==> src/rtl/pulse_event_queue.sv <==
// Turns per-field single-cycle pulses into a FIFO-buffered stream of field-index events.
// Pulses park in a pending bit until the lowest-index-first arbiter can push them.
module pulse_event_queue #(
    parameter int FIELDS = 4,
    parameter int DEPTH  = 8,
    localparam int IDW   = $clog2(FIELDS),
    localparam int CW    = $clog2(DEPTH + 1)
) (
    input  logic              clk_in,
    input  logic              rst_n_in,
    input  logic [FIELDS-1:0] pulses_in,
    output logic              event_valid_out,
    input  logic              event_ready_in,
    output logic [IDW-1:0]    event_id_out,
    output logic [CW-1:0]     count_out,
    output logic              overflow_out,
    input  logic              clear_overflow_in
);

    localparam int PW = $clog2(DEPTH);
    localparam logic [CW-1:0] FULL = CW'(DEPTH);

    logic [FIELDS-1:0] pending;
    logic [FIELDS-1:0] lowest;
    logic [FIELDS-1:0] grant;
    logic [IDW-1:0]    grant_id;
    logic [IDW-1:0]    mem [DEPTH];
    logic [PW-1:0]     wr_ptr;
    logic [PW-1:0]     rd_ptr;
    logic [CW-1:0]     count;
    logic              overflow;
    logic              push_ok;
    logic              push;
    logic              pop;
    logic              drop;

    assign pop     = (count != '0) & event_ready_in;
    // A full FIFO can still take a push when its head leaves on the same edge.
    assign push_ok = (count < FULL) | ((count == FULL) & pop);

    always_comb begin
        lowest = pending & (~pending + FIELDS'(1));
        grant  = push_ok ? lowest : '0;
    end

    assign push = |grant;
    assign drop = |(pulses_in & pending & ~grant);

    always_comb begin
        grant_id = '0;
        for (int i = 0; i < FIELDS; i++) begin
            if (lowest[i]) grant_id = IDW'(i);
        end
    end

    always_ff @(posedge clk_in) begin
        if (push) mem[wr_ptr] <= grant_id;
    end

    always_ff @(posedge clk_in or negedge rst_n_in) begin
        if (!rst_n_in) begin
            pending  <= '0;
            wr_ptr   <= '0;
            rd_ptr   <= '0;
            count    <= '0;
            overflow <= 1'b0;
        end else begin
            // A pulse on a field being granted this cycle re-arms it rather than dropping.
            pending <= (pending & ~grant) | pulses_in;
            if (push) wr_ptr <= wr_ptr + PW'(1);
            if (pop)  rd_ptr <= rd_ptr + PW'(1);
            case ({push, pop})
                2'b10:   count <= count + CW'(1);
                2'b01:   count <= count - CW'(1);
                default: count <= count;
            endcase
            if (drop)                   overflow <= 1'b1;
            else if (clear_overflow_in) overflow <= 1'b0;
        end
    end

    assign event_valid_out = (count != '0);
    assign event_id_out    = mem[rd_ptr];
    assign count_out       = count;
    assign overflow_out    = overflow;

endmodule

==> config.mk <==
export PLATFORM = sky130hd
export DESIGN_NAME = pulse_event_queue
export DESIGN_NICKNAME = d
export VERILOG_FILES = /design/src/rtl/pulse_event_queue.sv
export SDC_FILE = /design/constraint.sdc
export NUM_CORES = 1
export LEC_CHECK = 0
export BUFFER_PORTS_ARGS = -buffer_cell sky130_fd_sc_hd__clkbuf_2
export CAP_MARGIN = 20
export CORE_MARGIN = 4
export CORE_UTILIZATION = 57
export CTS_CLUSTER_DIAMETER = 40
export DETAILED_ROUTE_END_ITERATION = 6
export GPL_TIMING_DRIVEN = 0
export HOLD_SLACK_MARGIN = 0.02
export PLACE_DENSITY = 0.9
export SYNTH_ARGS = -nofsm -noshare
export SYNTH_HDL_FRONTEND = slang
export SYNTH_SLANG_ARGS = --single-unit
==> constraint.sdc <==
create_clock -name clk_in -period 3.2 [get_ports clk_in]
set_input_delay 0.32 -clock clk_in [delete_from_list [all_inputs] [get_ports clk_in]]
set_output_delay 0.32 -clock clk_in [all_outputs]
set_load 0.02 [all_outputs]
Yosys cells after proc, flatten, opt, wreduce, memory -nomap -nowiden
Memory sizes are Yosys's and may differ from the RTL's.
Index checks and enable logic that the tools add are counted.
{"block": "op_classes", "n_reduce_logical": 5, "add_sub_neg": 5, "magnitude_cmp": 1, "n_eq_ne": 3, "n_bitwise": 10, "mux": 9}
{"cell": "AND 4 bit", "count": 4}
{"cell": "adder 4 x 1 -> 4 bit, second input constant", "count": 2}
{"cell": "inverter 4 bit", "count": 2}
{"cell": "one-hot mux 4 bit (2 select lines)", "count": 1}
{"cell": "OR reduction 4 bit", "count": 2}
{"cell": "adder 3 x 1 -> 3 bit, second input constant", "count": 2}
{"cell": "two-way mux 1 bit", "count": 5}
{"cell": "equality test 4 bit, second input constant", "count": 1}
{"cell": "less-than comparator 4 bit, second input constant", "count": 1}
{"cell": "two-way mux 2 bit", "count": 2}
{"cell": "two-way mux 4 bit", "count": 1}
{"cell": "OR 4 bit", "count": 1}
{"cell": "nonzero test 2 bit", "count": 2}
{"cell": "nonzero test 4 bit", "count": 1}
{"cell": "subtractor 4 x 1 -> 4 bit, second input constant", "count": 1}
{"cell": "AND 1 bit", "count": 2}
{"cell": "equality test 2 x 1 -> 1 bit, second input constant", "count": 1}
{"cell": "equality test 2 bit, second input constant", "count": 1}
{"cell": "OR 1 bit", "count": 1}
{"block": "word_totals", "ramBits": 16, "ff_bits": 15, "memories": 1, "input_bits": 8}
{"memory": "mem", "depth": 8, "word_bits": 2, "rd": 1, "rd_clocked_by_memory_dff": 0, "wr": 1, "line_no": "27", "text": "logic [IDW-1:0] mem [DEPTH];"}

Logic depth before layout (Yosys ltp)
Gate-level depths: netlist of run 1.
{"block": "logic_depth", "ltp_word": 9, "mapped_depth": 11, "depth_no_buf": 10}

Worst setup path before layout of run 1
OpenSTA, ideal clock, no wires.
{"block": "synth_path", "kind": "flip-flop to flip-flop", "startpoint": "register count[1], in the netlist count_out[1]", "endpoint": "register count[2], in the netlist count_out[2]", "slack_ps": 589, "path_buffers": 0, "setup_ps": 135, "t_required_ps": 3065, "t_arrival_ps": 2475, "path_stages_with_launch": 11, "path_cell_list": "dfrtp_1 or4_1 nand2_1 inv_1 ha_1 xor2_1 ha_1 a21oi_1 xor2_1 nor2_1 xor2_1"}
{"block": "synth_between", "elab_chain_cells": 8, "elab_cells_between_ends": 14}
{"item": "from (decl)", "line_no": "30", "text": "logic [CW-1:0] count;"}
{"item": "from (signal assigned)", "line_no": "73", "text": "2'b10: count <= count + CW'(1);"}
{"item": "from (signal assigned)", "line_no": "74", "text": "2'b01: count <= count - CW'(1);"}
{"item": "from (signal assigned)", "line_no": "75", "text": "default: count <= count;"}
{"item": "nonzero test 4 bit (*)"}
{"item": "via event_valid_out", "line_no": "12", "text": "output logic event_valid_out,"}
{"item": "AND 1 bit (*)", "line_no": "37", "text": "assign pop = (count != '0) & event_ready_in;"}
{"item": "AND 1 bit", "line_no": "39", "text": "assign push_ok = (count < FULL) | ((count == FULL) & pop);"}
{"item": "OR 1 bit", "line_no": "39"}
{"item": "two-way mux 4 bit", "line_no": "43", "text": "grant = push_ok ? lowest : '0;"}
{"item": "OR reduction 4 bit", "line_no": "46", "text": "assign push = |grant;"}
{"item": "equality test 2 x 1 -> 1 bit / equality test 2 bit (equally long branches)", "line_no": "72", "text": "case ({push, pop})"}
{"item": "one-hot mux 4 bit (2 select lines) / nonzero test 2 bit (equally long branches)"}
Mark *: on every way through the listed nets, which the timed path passes. The rest lies on a longest branch.
A chain may end at the register's enable or synchronous reset.

Worst setup path after layout of run 1
{"block": "layout_path", "startpoint": "register count[1], in the netlist count_out[1]", "endpoint": "register count[2], in the netlist count_out[2]"}
{"block": "layout_between", "elab_chain_cells": 8, "elab_cells_between_ends": 14}
{"item": "nonzero test 4 bit", "line_no": "37"}
{"item": "AND 1 bit", "line_no": "37"}
{"item": "AND 1 bit", "line_no": "39"}
{"item": "OR 1 bit", "line_no": "39"}
{"item": "two-way mux 4 bit", "line_no": "43"}
{"item": "OR reduction 4 bit", "line_no": "46"}
{"item": "equality test 2 x 1 -> 1 bit / equality test 2 bit (equally long branches)", "line_no": "72"}
{"item": "one-hot mux 4 bit (2 select lines) / nonzero test 2 bit (equally long branches)"}
Parallel ways exist; a longest one is shown, timed or not.

==> results.py, run 1 <==
metrics = {
    "status": {
        "status": "completed",
    },
    "drt": {
        "vias_per_cell": 5.70,
        "drtIter0Drc": 20,
        "drc_errors": 0,
        "ant_nets": 0,
        "vias": 947,
        "dr.pass1.iters": 4,
        "wl_mm": 2.56,
        "wl_per_cell_um": 15.4,
    },
    "setup_path": {
        "cp.required_ns": 3.41,
        "cp_cell_sequence": "or4b_4, a21oi_4, inv_1, ha_1, xor2_1, ha_1, a21oi_1, xor2_1, nor2_1, xor2_1",
        "cp_num_buf_inv": 1,
        "start_kind": "register",
        "end_kind": "register",
        "crit_slowest_cell": "or4b_4",
        "criticalPathCategory": "register to register",
        "cpMostUsedCell": "xor2_1",
        "arrival_ns": 3.01,
        "cpPeakStageDelay_ns": 0.61,
        "crit_fanout": 8,
        "crit_family": "simple AND/OR/NAND/NOR gates",
    },
    "timing": {
        "period_needed_ns": 2.80,
        "relSlewSlack": 0.654,
        "finalHoldViolCount": 0,
        "hold_ws_ns": 0.185,
        "period_share": 0.874,
        "tns_ns": 0,
        "worst_pin_slew_ns": 0.517,
        "drv_slew": 0,
        "skew_ns": 0.00698,
        "finalSetupViolCount": 0,
        "fmax_ghz": 0.357,
        "rsz0062_at_grt": "no",
    },
    "power_and_ir_drop": {
        "leakagePower_uw": 0.000674,
        "power_switching_uw": 628,
        "internal_power_uw": 1030,
        "ir_drop_mv": 0.749,
        "swShare": 0.378,
        "p_clk_frac": 0.174,
        "p_per_area_mw_per_mm2": 977,
        "power_uw": 1660,
        "pwr-share-comb": 0.412,
        "power_frac_seq": 0.414,
    },
    "grt": {
        "grt_remaining_overflow": 0,
        "grt_use_met1": 0.196,
        "antenna_found_initial": 0,
        "grtUsageMet2": 0.295,
        "grt_max_degree": 16,
        "globalRouteTotalUtil": 0.174,
        "busiest_layer": "met2",
        "met3_usage": 0.0675,
        "grt_pass1_wl_mm": 4.30,
        "grt_pass1_vias": 916,
    },
    "finish": {
        "final_common_cell": "edfxtp_1",
        "diodes": 0,
        "design_area_mm2": 0.00170,
        "fill_cells": 196,
        "area_delta_synth_final_pct": 13.3,
        "nets": 148,
        "drive_above_1_share": 0.279,
        "mostFrequentLayoutCells": "16 x edfxtp_1, 15 x dfrtp_1, 15 x clkbuf_2, 9 x nor2_1",
    },
    "floorplanning": {
        "io_pins": 16,
        "die_h_um": 59.3,
        "rows": 18,
        "die_w_um": 59.3,
        "initial_core_util": 0.600,
        "die_area_mm2": 0.00351,
        "coreArea_mm2": 0.00250,
    },
    "clock_network": {
        "path_clk_slew_ns": 0.10,
        "cts_root_buffer": "clkbuf_4",
        "htree_levels": 2,
        "clockBufferDepth": 2,
        "cts_sinks": 31,
        "clkLatencyLatePin_ns": 0.32,
        "ctsResizeCount": 0,
        "cts_tree": "built",
        "numCtsBuffers": 5,
    },
    "logic_synthesis": {
        "syn_nets": 125,
        "syn_area_per_cell_um2": 13.4,
        "netlist_area_mm2": 0.00150,
        "ys.flop_type": "edfxtp_1",
        "ys_warn_count": 0,
        "synth_cells": 112,
        "ys_ff_latch": 31,
        "synthDistinctLibCells": 37,
        "yosysSeqAreaShare": 0.571,
        "async_flop_share": 0.484,
        "synth_edf_count": 16,
    },
    "placed_design": {
        "place_hpwl_mm": 1.97,
        "post_dp_cell_area_mm2": 0.00161,
        "portBuffers": 15,
        "globalplace.congestion": 0.761,
    },
    "run": {
        "drv_cap": 0,
    },
    "worst_hold_path": {
        "hold_class": "input port to register",
    },
}
==> metrics by stage <==
stage	cells	util	setup WS [ns]
6_report	166	0.679	0.402
5_1_grt	166	0.679	0.270
4_1_cts	166	0.679	0.403
3_5_place_dp	157	0.645	0.426
3_3_place_gp	157	0.645	0.630
2_1_floorplan	112	-	0.589
==> worst register-to-register path, cell delays in order (launching register included) <==
cell and delay, ns:
dfrtp_1 0.49, or4b_4 0.61, a21oi_4 0.24, inv_1 0.09, ha_1 0.29, xor2_1 0.17, ha_1 0.19, a21oi_1 0.19
xor2_1 0.21, nor2_1 0.07, xor2_1 0.14
==> state kept, by name, indices dropped and copies added (netlist names) <==
name and cells:
wr_ptr 3, rd_ptr 3, mem 16, pending 4, overflow_out 1, count_out 4
==> repair_timing <==
item / CTS / global route
setup buffers: 0 / 0
hold endpoints to repair: 15 / 0
hold buffers: 1 / 0
==> layer usage <==
layer  share of wire  routed length (um)
met1            0.40                1020
met2            0.52                1330
met3           0.057                 146
met4           0.027                  68
met5               0                   0
==> synth_stat cells, drive strengths merged (2+ instances only) <==
library cell / n / area (um2)
mux4: 4 / 90.1
o21ai: 3 / 15.0
nand3: 4 / 20.0
xnor2: 5 / 43.8
mux2: 5 / 56.3
ha: 5 / 62.6
xor2: 3 / 26.3
nand2: 7 / 28.8
a21oi: 4 / 31.3
inv: 4 / 15.0
nor4: 2 / 18.8
nor3: 3 / 25.0
edfxtp: 16 / 480
clkbuf: 3 / 11.3
dfrtp: 15 / 375
nand2b: 7 / 46.3
nor2: 9 / 33.8
==> power groups by stage <==
stage	Sequential (uW)	Clock, uW	Combinational, uW
CTS	689	298	698
global placement	681	0	652
finish	687	288	684
floorplan	694	0	505
detailed placement	698	0	694
global route	706	318	763
==> area by class of cell <==
cell class,count,area (um2),area share
multi-input cells,74,617,0.363
repair buffers,16,85.1,0.0501
plain buffers,3,11.3,0.00663
well taps,30,37.5,0.0221
inverters,4,15.0,0.00884
flip-flops and latches,31,856,0.504
clock inverters,3,38.8,0.0228
clock buffers,5,37.5,0.0221
==> path summary, 6_finish.rpt <==
path | startpoint | endpoint | slack (ns) | depth (start not counted)
min in group asynchronous | rst_n_in | pending[0]$_DFF_PN0_ | 0.43 | 2
min reg2reg | rd_ptr[2]$_DFFE_PN0N_ | rd_ptr[2]$_DFFE_PN0N_ | 0.55 | 1
max reg2reg | count_out[1]$_DFFE_PN0P_ | count_out[2]$_DFFE_PN0P_ | 0.40 | 10
max | count_out[1]$_DFFE_PN0P_ | count_out[2]$_DFFE_PN0P_ | 0.40 | 10
max in group asynchronous | rst_n_in | wr_ptr[2]$_DFFE_PN0P_ | 2.49 | 2
min | pulses_in[0] | pending[0]$_DFF_PN0_ | 0.19 | 2
==> cells by family (layout without fill, tap and decap cells) <==
group	Yosys count	after routing	synth area share
flops	31	31	0.571
buf+inv	7	31	0.0175
simple gates	37	37	0.146
compound gates	15	15	0.0793
mux	9	9	0.0977
fa+ha+maj	5	5	0.0417
xor+xnor	8	8	0.0467
Note: power is estimated with default switching activity, not from simulation.
==> run 2: changes to the inputs <==
--- a/config.mk
+++ b/config.mk
@@ -8,12 +8,13 @@
 export BUFFER_PORTS_ARGS = -buffer_cell sky130_fd_sc_hd__clkbuf_2
 export CAP_MARGIN = 20
 export CORE_MARGIN = 4
-export CORE_UTILIZATION = 57
+export CORE_UTILIZATION = 60
+export CTS_BUF_LIST = sky130_fd_sc_hd__clkbuf_4 sky130_fd_sc_hd__clkbuf_8
 export CTS_CLUSTER_DIAMETER = 40
 export DETAILED_ROUTE_END_ITERATION = 6
 export GPL_TIMING_DRIVEN = 0
 export HOLD_SLACK_MARGIN = 0.02
-export PLACE_DENSITY = 0.9
+export PLACE_DENSITY = 0.93
 export SYNTH_ARGS = -nofsm -noshare
 export SYNTH_HDL_FRONTEND = slang
 export SYNTH_SLANG_ARGS = --single-unit
==> results.py, run 2 (synthesis results as in run 1) <==
metrics = {
    "status": {
        "status": "completed",
    },
    "setup_path": {
        "end_kind": "register",
        "criticalPathCategory": "register to register",
        "cp_cell_sequence": "or4b_4, a21oi_4, inv_1, ha_1, nand3b_1, a2111oi_0, nor3_1, xnor2_1",
        "arrival_ns": 3.04,
        "start_kind": "register",
        "crit_slowest_cell": "or4b_4",
        "cpPeakStageDelay_ns": 0.62,
        "crit_family": "simple AND/OR/NAND/NOR gates",
        "cp_num_buf_inv": 1,
        "cp.required_ns": 3.40,
        "crit_fanout": 8,
    },
    "floorplanning": {
        "die_area_mm2": 0.00336,
        "io_pins": 16,
        "die_h_um": 58.0,
        "coreArea_mm2": 0.00230,
        "die_w_um": 58.0,
        "rows": 17,
        "initial_core_util": 0.653,
    },
    "timing": {
        "period_needed_ns": 2.84,
        "rsz0062_at_grt": "no",
        "finalSetupViolCount": 0,
        "drv_slew": 0,
        "worst_pin_slew_ns": 0.508,
        "hold_ws_ns": 0.202,
        "finalHoldViolCount": 0,
        "period_share": 0.886,
        "relSlewSlack": 0.653,
        "tns_ns": 0,
        "skew_ns": 0.00571,
        "fmax_ghz": 0.353,
    },
    "finish": {
        "nets": 148,
        "diodes": 0,
        "mostFrequentLayoutCells": "16 x edfxtp_1, 15 x dfrtp_1, 15 x clkbuf_2, 9 x nor2_1",
        "fill_cells": 159,
        "regArea_um2": 856,
        "drive_above_1_share": 0.279,
        "regMostFlops": "mem",
        "area_delta_synth_final_pct": 12.2,
        "largest_reg_flops": 16,
        "final_core_util": 0.732,
        "multi_input_area_um2": 617,
        "design_area_mm2": 0.00168,
        "final_common_cell": "edfxtp_1",
    },
    "grt": {
        "grt_pass1_vias": 1076,
        "grt_remaining_overflow": 0,
        "globalRouteTotalUtil": 0.202,
        "grt_max_degree": 16,
        "antenna_found_initial": 0,
        "grt_pass1_wl_mm": 4.97,
    },
    "drt": {
        "wl_per_cell_um": 17.1,
        "dr.pass1.iters": 4,
        "wl_mm": 2.81,
        "vias": 968,
        "drc_errors": 0,
        "drtIter0Drc": 36,
        "vias_per_cell": 5.90,
        "ant_nets": 0,
    },
    "clock_network": {
        "path_clk_slew_ns": 0.08,
        "cts_root_buffer": "clkbuf_4",
        "ctsResizeCount": 0,
        "numCtsBuffers": 5,
        "cts_sinks": 31,
        "clkLatencyLatePin_ns": 0.32,
        "cts_tree": "built",
        "clockBufferDepth": 2,
        "htree_levels": 2,
    },
    "placed_design": {
        "portBuffers": 15,
        "post_dp_cell_area_mm2": 0.00161,
        "place_hpwl_mm": 1.98,
        "globalplace.congestion": 0.768,
    },
    "power_and_ir_drop": {
        "p_per_area_mw_per_mm2": 972,
        "leakagePower_uw": 0.000668,
        "ir_drop_mv": 0.650,
    },
    "worst_hold_path": {
        "hold_class": "input port to register",
    },
    "run": {
        "drv_cap": 0,
    },
}
run 2: area by class of cell:
type | count | share of cell area
Clock buffer | 7 | 0.0350
Timing Repair Buffer | 16 | 0.0506
Multi-Input combinational cell | 74 | 0.367
Buffer | 3 | 0.00670
Tap cell | 28 | 0.0208
Sequential cell | 31 | 0.509
Inverter | 4 | 0.00893
Clock inverter | 1 | 0.00223
run 2: repair_timing:
| item | CTS | global route |
|---|---|---|
| endpoints found under the hold margin | 15 | 0 |
| hold buffers | 1 | 0 |
| setup buffers | 0 | 0 |
run 2: routing by layer:
metal,up-vias,track usage,share of wire
li1,460,-,-
met1,477,0.224,0.40
met2,27,0.350,0.54
met3,4,0.0535,0.051
met4,0,0.113,0.010
met5,-,0,0
run 2: path summary, 6_finish.rpt:
check,startpoint,endpoint,slack (ns),depth (start not counted)
min in group asynchronous,rst_n_in,rd_ptr[1]$_DFFE_PN0N_,0.44,2
min,pulses_in[0],pending[0]$_DFF_PN0_,0.20,2
min reg2reg,rd_ptr[2]$_DFFE_PN0N_,rd_ptr[2]$_DFFE_PN0N_,0.53,1
max in group asynchronous,rst_n_in,pending[2]$_DFF_PN0_,2.49,2
max,count_out[1]$_DFFE_PN0P_,count_out[3]$_DFFE_PN0P_,0.36,8
max reg2reg,count_out[1]$_DFFE_PN0P_,count_out[3]$_DFFE_PN0P_,0.36,8
run 2: per-stage QoR:
step,setup slack [ns],cells,power [uW]
after floorplan,0.589,112,1200
after global placement,0.623,155,1330
after detailed placement,0.501,155,1400
after CTS,0.370,164,1640
after global routing,0.105,164,1760
final,0.364,164,1630
run 2: report_power, final:
part | internal [uW] | switching (uW)
Clock | 114 | 119
Combinational | 319 | 387
Sequential | 558 | 139
